==> config.mk <==
export PLATFORM = sky130hd
export DESIGN_NAME = usb_txn_sequencer
export DESIGN_NICKNAME = d
export VERILOG_FILES = /design/src/rtl/usb_txn_sequencer.sv
export SDC_FILE = /design/constraint.sdc
export NUM_CORES = 1
export LEC_CHECK = 0
export CAP_MARGIN = 20
export CORE_MARGIN = 2
export CORE_UTILIZATION = 48
export DETAILED_ROUTE_END_ITERATION = 12
export PLACE_DENSITY_LB_ADDON = 0.05
export SLEW_MARGIN = 20
export SYNTH_ARGS = -nofsm -noshare
export SYNTH_HDL_FRONTEND = slang
export SYNTH_SLANG_ARGS = --single-unit
==> constraint.sdc <==
create_clock -name clock -period 10.3 [get_ports clock]
set_input_delay 1.545 -clock clock [delete_from_list [all_inputs] [get_ports clock]]
set_output_delay 1.545 -clock clock [all_outputs]
set_load 0.02 [all_outputs]
==> src/rtl/usb_txn_sequencer.sv <==
// Host-side USB transaction sequencer: runs READ/WRITE transactions as an
// address phase followed by a data phase, with bounded retry and timeout.
module usb_txn_sequencer #(
  parameter int         MAX_RETRY = 8,
  parameter int         TIMEOUT   = 255,
  parameter logic [3:0] ENDP_ADDR = 4'd4,
  parameter logic [3:0] ENDP_DATA = 4'd8
) (
  input  logic        clock,
  input  logic        reset,
  input  logic        start_read,
  input  logic        start_write,
  input  logic [15:0] mempage,
  input  logic [63:0] wdata,
  output logic        send_OUT,
  output logic        send_IN,
  output logic        send_DATA0,
  output logic        send_ACK,
  output logic        send_NAK,
  output logic [3:0]  endp,
  output logic [63:0] data,
  input  logic        out_done,
  input  logic        rx_done,
  input  logic        rx_ACK,
  input  logic        rx_NAK,
  input  logic        rx_DATA0,
  input  logic        rx_crc_ok,
  input  logic [63:0] rx_data,
  output logic        busy,
  output logic        done,
  output logic        success,
  output logic [63:0] rdata
);

  localparam int TW = $clog2(TIMEOUT + 1);

  typedef enum logic [3:0] {
    IDLE,
    A_TOK,
    A_TOKW,
    A_DAT,
    A_DATW,
    A_HSW,
    B_TOK,
    B_TOKW,
    B_DAT,
    B_DATW,
    B_RXW,
    B_REPLY,
    B_REPLYW,
    FIN
  } state_t;

  state_t        r_state;
  logic          r_write;
  logic [15:0]   r_page;
  logic [63:0]   r_wdata;
  logic [3:0]    r_retry;
  logic [TW-1:0] r_to;
  logic          r_reply_ack;

  logic [3:0]    w_retry_inc;
  logic          w_retry_fail;
  logic          w_timeout;
  logic          w_rx_ack;
  logic          w_wait;

  assign w_retry_inc  = (r_retry == 4'(MAX_RETRY)) ? r_retry
                                                   : r_retry + 4'd1;
  assign w_retry_fail = (w_retry_inc == 4'(MAX_RETRY));
  assign w_timeout    = (r_to == TW'(TIMEOUT - 1));
  // A packet flagged both ACK and NAK is malformed and never counts as ACK.
  assign w_rx_ack     = rx_done && rx_ACK && !rx_NAK;
  assign w_wait       = (r_state == A_HSW) || (r_state == B_RXW);

  always_ff @(posedge clock or posedge reset) begin
    if (reset) begin
      r_to <= '0;
    end else if (out_done) begin
      r_to <= '0;
    end else if (w_wait) begin
      r_to <= r_to + TW'(1);
    end
  end

  always_ff @(posedge clock or posedge reset) begin
    if (reset) begin
      r_state     <= IDLE;
      r_write     <= 1'b0;
      r_page      <= '0;
      r_wdata     <= '0;
      r_retry     <= '0;
      r_reply_ack <= 1'b0;
      send_OUT    <= 1'b0;
      send_IN     <= 1'b0;
      send_DATA0  <= 1'b0;
      send_ACK    <= 1'b0;
      send_NAK    <= 1'b0;
      endp        <= '0;
      data        <= '0;
      busy        <= 1'b0;
      done        <= 1'b0;
      success     <= 1'b0;
      rdata       <= '0;
    end else begin
      send_OUT   <= 1'b0;
      send_IN    <= 1'b0;
      send_DATA0 <= 1'b0;
      send_ACK   <= 1'b0;
      send_NAK   <= 1'b0;
      done       <= 1'b0;
      unique case (r_state)
        IDLE: begin
          if (start_write || start_read) begin
            r_write  <= start_write;
            r_page   <= mempage;
            r_wdata  <= wdata;
            r_retry  <= '0;
            busy     <= 1'b1;
            success  <= 1'b0;
            send_OUT <= 1'b1;
            endp     <= ENDP_ADDR;
            r_state  <= A_TOK;
          end
        end
        A_TOK: r_state <= A_TOKW;
        A_TOKW: begin
          if (out_done) begin
            send_DATA0 <= 1'b1;
            data       <= {r_page, 48'h0};
            r_state    <= A_DAT;
          end
        end
        A_DAT: r_state <= A_DATW;
        A_DATW: begin
          if (out_done) r_state <= A_HSW;
        end
        A_HSW: begin
          if (w_rx_ack) begin
            r_retry  <= '0;
            send_OUT <= r_write;
            send_IN  <= !r_write;
            endp     <= ENDP_DATA;
            r_state  <= B_TOK;
          end else if (rx_done || w_timeout) begin
            r_retry <= w_retry_inc;
            if (w_retry_fail) begin
              busy    <= 1'b0;
              done    <= 1'b1;
              success <= 1'b0;
              r_state <= FIN;
            end else begin
              send_OUT <= 1'b1;
              endp     <= ENDP_ADDR;
              r_state  <= A_TOK;
            end
          end
        end
        B_TOK: r_state <= B_TOKW;
        B_TOKW: begin
          if (out_done) begin
            if (r_write) begin
              send_DATA0 <= 1'b1;
              data       <= r_wdata;
              r_state    <= B_DAT;
            end else begin
              r_state <= B_RXW;
            end
          end
        end
        B_DAT: r_state <= B_DATW;
        B_DATW: begin
          if (out_done) r_state <= B_RXW;
        end
        B_RXW: begin
          if (r_write && w_rx_ack) begin
            busy    <= 1'b0;
            done    <= 1'b1;
            success <= 1'b1;
            r_state <= FIN;
          end else if (!r_write && rx_done && rx_DATA0) begin
            // Good CRC is acknowledged; a corrupt payload is NAKed and retried.
            if (rx_crc_ok) rdata <= rx_data;
            r_reply_ack <= rx_crc_ok;
            send_ACK    <= rx_crc_ok;
            send_NAK    <= !rx_crc_ok;
            r_state     <= B_REPLY;
          end else if (rx_done || w_timeout) begin
            r_retry <= w_retry_inc;
            if (w_retry_fail) begin
              busy    <= 1'b0;
              done    <= 1'b1;
              success <= 1'b0;
              r_state <= FIN;
            end else begin
              send_OUT <= r_write;
              send_IN  <= !r_write;
              endp     <= ENDP_DATA;
              r_state  <= B_TOK;
            end
          end
        end
        B_REPLY: r_state <= B_REPLYW;
        B_REPLYW: begin
          if (out_done) begin
            if (r_reply_ack) begin
              busy    <= 1'b0;
              done    <= 1'b1;
              success <= 1'b1;
              r_state <= FIN;
            end else begin
              r_retry <= w_retry_inc;
              if (w_retry_fail) begin
                busy    <= 1'b0;
                done    <= 1'b1;
                success <= 1'b0;
                r_state <= FIN;
              end else begin
                send_IN <= 1'b1;
                endp    <= ENDP_DATA;
                r_state <= B_TOK;
              end
            end
          end
        end
        FIN: r_state <= IDLE;
        default: r_state <= IDLE;
      endcase
    end
  end

endmodule
After elaboration in Yosys (flattened, before gate mapping)
Cells that the tools add are included.

storage, ports and cells
  register bits after elaboration = 238
  bits of input ports = 154
  output and inout port bits = 140

cells by class
  $add $sub $neg = 2
  equality and inequality tests = 31
  muxes and demuxes = 95
  bitwise operators = 1
  reductions and logical operators = 23

operators by type and width
  kind                                                             number
  64-bit two-way mux                                               3
  4-bit two-way mux                                                32
  64-bit case mux with 2 select lines                              1
  4-bit case mux with 13 select lines                              1
  1-bit two-way mux                                                47
  4-bit case mux with 4 select lines                               2
  4-bit == test, second input constant                             7
  2-bit inequality test, second input constant                     11
  4-bit by 3-bit == test with 1-bit output, second input constant  4
  8-bit two-way mux                                                2
  1-bit case mux with 3 select lines                               3
  9-bit AND reduction                                              1
  8-bit by 1-bit adder with 8-bit output, second input constant    1
  4-bit by 2-bit == test with 1-bit output, second input constant  2
  8-bit == test, second input constant                             1
  1-bit case mux with 4 select lines                               2
  4-bit AND reduction                                              2
  8-bit AND reduction                                              1
  3-bit inequality test, second input constant                     2
  6-bit AND reduction                                              1
  1-bit logical AND                                                5
  5-bit AND reduction                                              1
  4-bit by 1-bit adder with 4-bit output, second input constant    1
  4-bit by 1-bit == test with 1-bit output, second input constant  1
  other kinds (13)                                                 18

Longest topological paths before layout
  depth in word-level cells = 8
  mapped depth = 9
  gate-level depth less buffers = 7

Worst setup path after synthesis
No wires, ideal clock.

  path kind = input-to-reg
  start point = input port rx_NAK
  end point = register r_state[1]
  setup time = 125 ps
  arrival time = 2580 ps
  setup slack = 7595 ps
  stages = 6
  path through = and3b_1 -> clkbuf_1 -> a21oi_1 -> o32ai_1 -> o221ai_1 -> mux2_4

on the way
  cells in the longest elaborated chain, start to end = 5
  elaborated cells between the ends (all ways) = 9
  classes of those cells = 2 x eq/ne; 3 x mux; 4 x reduce/logical

RTL lines
  what                                                                                                    RTL line  text
  start: declaration                                                                                      25        input logic rx_NAK,
  1-bit zero test (*)                                                                                     73        assign w_rx_ack = rx_done && rx_ACK && !rx_NAK;
  1-bit logical AND (*)                                                                                   73
  1-bit logical AND                                                                                       176       if (r_write && w_rx_ack) begin
  4-bit by 1-bit inequality test with 1-bit output (no line) / 4-bit two-way mux (equally long branches)  n/a
  8-bit AND reduction (no line) / 4-bit case mux with 13 select lines (equally long branches)             n/a
  end signal: assignment                                                                                  173       if (out_done) r_state <= B_RXW;
  end signal: assignment                                                                                  180       r_state <= FIN;
  end signal: assignment                                                                                  187       r_state <= B_REPLY;
  end: declaration                                                                                        54        state_t r_state;

Every way passes the cells marked *; elsewhere a longest branch is shown, timed or not.
A chain may end at the register's enable or synchronous reset.

Final worst setup path
  start point = input port rx_done
  end point = register rdata[17]

on the way
  cells in the longest elaborated chain, start to end = 5
  elaborated cells between the ends (all ways) = 7
  classes of those cells = 1 x bitwise; 6 x reduce/logical

RTL lines
  what                               RTL line  text
  start: declaration                 23        input logic rx_done,
  1-bit logical AND (2 in a row)     73
  1-bit logical AND                  176
  1-bit NOT (no line)                n/a
  4-bit AND reduction (no line) (*)  n/a
  end signal: assignment             183       if (rx_crc_ok) rdata <= rx_data;
  end: declaration                   32        output logic [63:0] rdata

Marks and branches as above.

==> impl_summary.txt <==
----------------------------------------------------
[Clock tree]
  Clock tree buffer depth ... 3
  Insertion delay to the later sink of the worst-skew pair ... about 0.53 ns
  CTS buffer count ... 27
  Cell chosen for the clock root ... sky130_fd_sc_hd__clkbuf_16
  CTS tree ... yes
  Deepest level of the CTS H-tree ... 1
  Total number of clock tree sinks ... ~240
  Hold-fix buffer count after cts ... 0
  Number of cells upsized or downsized after cts ... 0
  Clock transition at the register clock pins on the worst setup and hold paths after CTS ... 0.06 ns
  Post-CTS setup buffer count ... 0

[Timing]
  Crit share post-route ... ~34%
  Clock Skew ... roughly 0.012 ns
  Max Clock Freq ... 283.3 MHz
  Smallest setup slack after layout ... 6.770 ns
  Setup-violating endpoint count in the final report ... 0
  Worst max-slew margin expressed relative to the limit ... between 20% and 30%
  Setup repair after global routing missed its margin ... false
  Number of max-slew violations in the final report ... 0
  Slew at the pin closest to its max-slew limit ... about 1.1 ns
  Final Hold Viols ... 0
  Final worst path period need ... between 3 and 4 ns
  Sum Neg Setup Slack ... 0 ns

[Synthesis]
  Gate count of the mapped netlist ... 806
  Count leader, synth ... sky130_fd_sc_hd__dfrtp_1
  Commonest cells in the netlist ... sky130_fd_sc_hd__dfrtp_1 (236), sky130_fd_sc_hd__nand2_1 (123), sky130_fd_sc_hd__mux2_2 (79), sky130_fd_sc_hd__o21ai_0 (52), sky130_fd_sc_hd__mux2_4 (39)
  Top FF cell, synth ... sky130_fd_sc_hd__dfrtp_1
  Total standard cell area after synthesis ... between 10000 and 15000 sq um
  Total of flip-flops plus latches after synthesis ... 236
  Synth warn ... 0
  Register area share after synthesis ... about 58%
  Area share of the leading cell type in the synthesized netlist ... around 58%
  Post-synth EDFFs ... 0
  Share of flip-flops with an asynchronous set or reset after synthesis ... 100.0%
  Dominant cell type by area after synthesis ... sky130_fd_sc_hd__dfrtp_1
  Distinct cells, synth ... between 60 and 70
  Area contributors post-synth ... sky130_fd_sc_hd__dfrtp_1 (58%), sky130_fd_sc_hd__mux2_2 (8.7%), sky130_fd_sc_hd__mux2_4 (5.7%), sky130_fd_sc_hd__nand2_1 (4.5%), sky130_fd_sc_hd__mux2_1 (3.0%)
  Syn avg cell area ... 12.69 sq um

[Critical path]
  CP endpoint ... rdata[17]$_DFFE_PP0P_
  Worst-path maximum fanout ... 66
  Reg-to-reg endpoint ... rdata[17]$_DFFE_PP0P_
  Sort of element at the end of the critical path ... register
  Longest individual stage delay on the worst path ... around 0.61 ns
  Startpoint type of the worst setup path ... primary input
  Cell breakdown of the critical path ... clkdlybuf4s50_1 -> nand3b_1 -> nor2_4 -> nand2_4 -> mux2_4
  Critical path buffers and inverters ... 1
  Worst Setup Path Type ... in -> reg
  Crit path DAT ... 3.94 ns
  Data required, critical path ... 10.71 ns
  Worst R2R Path Depth ... 4
  Slowest CP cell ... sky130_fd_sc_hd__clkdlybuf4s50_1
  Register-to-register path setup slack ... between 7 and 8 ns
  Instance count on the critical path ... 5
  Startpoint of the worst register-to-register path ... r_state[1]$_DFFE_PP0P_
  CP delay by family, top ... simple AND/OR/NAND/NOR gates
  First element of the critical path ... rx_done

[Global route]
  Via count of the first global-routing pass ... approximately 7.0k
  Tot GR Track Use ... 20.88%
  Pin count of the biggest net entering global routing ... 106
  Number of antenna violations at the first check in global routing ... 1
  Gr ovfl total ... 0
  Global-route wire length before repair ... 37.62 mm

[Detailed routing]
  Via count ... 7058
  Drt total wl ... approximately 24 mm
  Per-cell via count in the routed design ... between 5 and 6
  Number of nets with antenna violations after detailed routing ... 0
  TritonRoute pass-1 iters ... 4
  DRC violation count after routing ... 0
  Per-cell routed wire length ... between 15 and 20 microns
  Detailed router's first-iteration violation count ... ~320

[Power and ir drop]
  Power density normalized to cell area ... approximately 270 nW/um^2
  Worst ir drop on vdd ... between 0.00015 and 0.0002 V
  Final total power ... ~3.8 mW
  Static power due to leakage ... just over 6 nW

[Finish]
  Layout Area Growth over Synthesis ... 38.07%
  Share of layout cells above drive strength 1 ... between 15 and 20%
  Fin nets ... around 1.2k

[Floorplan]
  Die width ... approximately 150 microns
  Vertical die dimension ... about 150 microns
  Standard cell core area ... 20960 sq um
  Boundary pin count ... roughly 290
  Starting Density ... approximately half
  Number of placement rows ... 53
  Die outline area ... around 22000 sq um

[Placement]
  Worst slack at placement ... approximately 6.3 ns
  Count of port buffers added during placement ... 291
  Placed wire-length estimate after detailed placement ... approximately 16 mm
  RePlAce Congestion ... approximately 0.83

[Min path]
  Hold crit path type ... reg -> reg

[Flow run]
  Max-cap violations ... 0

[Outcome]
  Outcome ... finished, final reports clean

----------------------------------------------------
==> worst register-to-register path, stage by stage, from the launching register on <==
cell                        delay (ns)
sky130_fd_sc_hd__dfrtp_1          0.82
sky130_fd_sc_hd__nand4bb_1        0.56
sky130_fd_sc_hd__nor2_4           0.34
sky130_fd_sc_hd__nand2_4          0.57
sky130_fd_sc_hd__mux2_4           0.62
==> through the flow <==
step                      util [%]  area (sq um)  cells  hold WS [ns]
after CTS                    67.37         14120   1371        0.4785
final                        67.39         14120   1373        0.4751
after floorplan                  -         10230    807        0.4574
after global placement       63.05         13210   1326        0.4611
after global routing         67.37         14120   1371        0.5005
after detailed placement     63.05         13210   1326        0.4694
==> metal layers <==
| layer | GRT usage (%) | share of wire [%] |
|---|---|---|
| met1 | 26.35 | 41 |
| met2 | 34.82 | 49 |
| met3 | 7.012 | 8.7 |
| met4 | 5.000 | 1.6 |
| met5 | 0 | 0.054 |
==> power by group <==
group | leakage (nW) | total [mW] | internal (mW) | switching (mW)
Sequential | 3.06 | 1.46 | 1.26 | 0.209
Combinational | 2.60 | 1.33 | 0.701 | 0.632
Clock | 0.451 | 0.959 | 0.593 | 0.366
==> state kept, by name (all words and copies together) (netlist names) <==
register and flops:
data 64, r_wdata 64, rdata 64, r_page 16
r_to 8, r_retry 4, r_state 4, endp 2
busy 1, done 1, r_reply_ack 1, r_write 1
send_ACK 1, send_DATA0 1, send_IN 1, send_NAK 1
send_OUT 1, success 1
==> placed cells by master (no fill, tap or decap), types with 3 or more instances in the layout <==
| cell | Yosys | final |
|---|---|---|
| sky130_fd_sc_hd__nor3b_1 | 3 | 3 |
| sky130_fd_sc_hd__xor2_1 | 6 | 6 |
| sky130_fd_sc_hd__clkbuf_16 | 0 | 27 |
| sky130_fd_sc_hd__clkinv_2 | 0 | 3 |
| sky130_fd_sc_hd__mux2_4 | 39 | 39 |
| sky130_fd_sc_hd__nand4_1 | 3 | 3 |
| sky130_fd_sc_hd__buf_4 | 16 | 5 |
| sky130_fd_sc_hd__nor3_1 | 6 | 6 |
| sky130_fd_sc_hd__inv_1 | 12 | 11 |
| sky130_fd_sc_hd__nor2b_1 | 4 | 3 |
| sky130_fd_sc_hd__o21ai_0 | 52 | 52 |
| sky130_fd_sc_hd__dfrtp_1 | 236 | 236 |
| sky130_fd_sc_hd__and3b_1 | 3 | 3 |
| sky130_fd_sc_hd__o31ai_1 | 8 | 8 |
| sky130_fd_sc_hd__nand3_1 | 7 | 7 |
| sky130_fd_sc_hd__mux2_1 | 27 | 27 |
| sky130_fd_sc_hd__a21o_1 | 6 | 6 |
| sky130_fd_sc_hd__nand2_1 | 123 | 123 |
| sky130_fd_sc_hd__o21ai_1 | 26 | 26 |
| sky130_fd_sc_hd__ha_1 | 4 | 4 |
| sky130_fd_sc_hd__nand3b_1 | 3 | 3 |
| sky130_fd_sc_hd__clkbuf_8 | 0 | 9 |
| sky130_fd_sc_hd__clkdlybuf4s50_1 | 0 | 291 |
| sky130_fd_sc_hd__o221ai_1 | 3 | 3 |
| sky130_fd_sc_hd__mux2_2 | 79 | 79 |
| sky130_fd_sc_hd__nor2_1 | 16 | 16 |
| sky130_fd_sc_hd__clkbuf_1 | 8 | 3 |
| sky130_fd_sc_hd__a21oi_1 | 17 | 17 |
| sky130_fd_sc_hd__mux2i_1 | 16 | 16 |
==> final cells by class <==
cell class	count	area, sq um
repair buffers	296	2950
fillers	1640	6833
clock buffers	39	810.8
flip-flops and latches	236	5906
multi-input cells	506	3955
diodes	2	5.005
inverters	13	56.30
well taps	275	344.1
clock inverters	6	95.09
==> logic make-up after synthesis <==
kind of cell,share of synthesized area [%]
AOI/OAI and AO/OA,9.150
DFF,57.74
muxes,18.96
buffers and inverters,3.927
adders and majority gates,0.4893
and+or+nand+nor,9.015
other,0.03666
xor gates and xnor gates,0.6850
==> how the worst min path moves through the flow <==
stage / startpoint / endpoint / slack, ns / depth (start not counted)
6_report: data[28]$_DFFE_PP0P_ / data[28]$_DFFE_PP0P_ / 0.48 / 2
5_1_grt: r_page[14]$_DFFE_PP0P_ / r_page[14]$_DFFE_PP0P_ / 0.50 / 1
2_1_floorplan: r_page[10]$_DFFE_PP0P_ / r_page[10]$_DFFE_PP0P_ / 0.46 / 1
3_3_place_gp: busy$_DFFE_PP0P_ / busy$_DFFE_PP0P_ / 0.46 / 1
4_1_cts: busy$_DFFE_PP0P_ / busy$_DFFE_PP0P_ / 0.48 / 1
3_5_place_dp: data[2]$_DFFE_PP0P_ / data[2]$_DFFE_PP0P_ / 0.47 / 2
No activity file was read; power rests on OpenSTA's default activity.
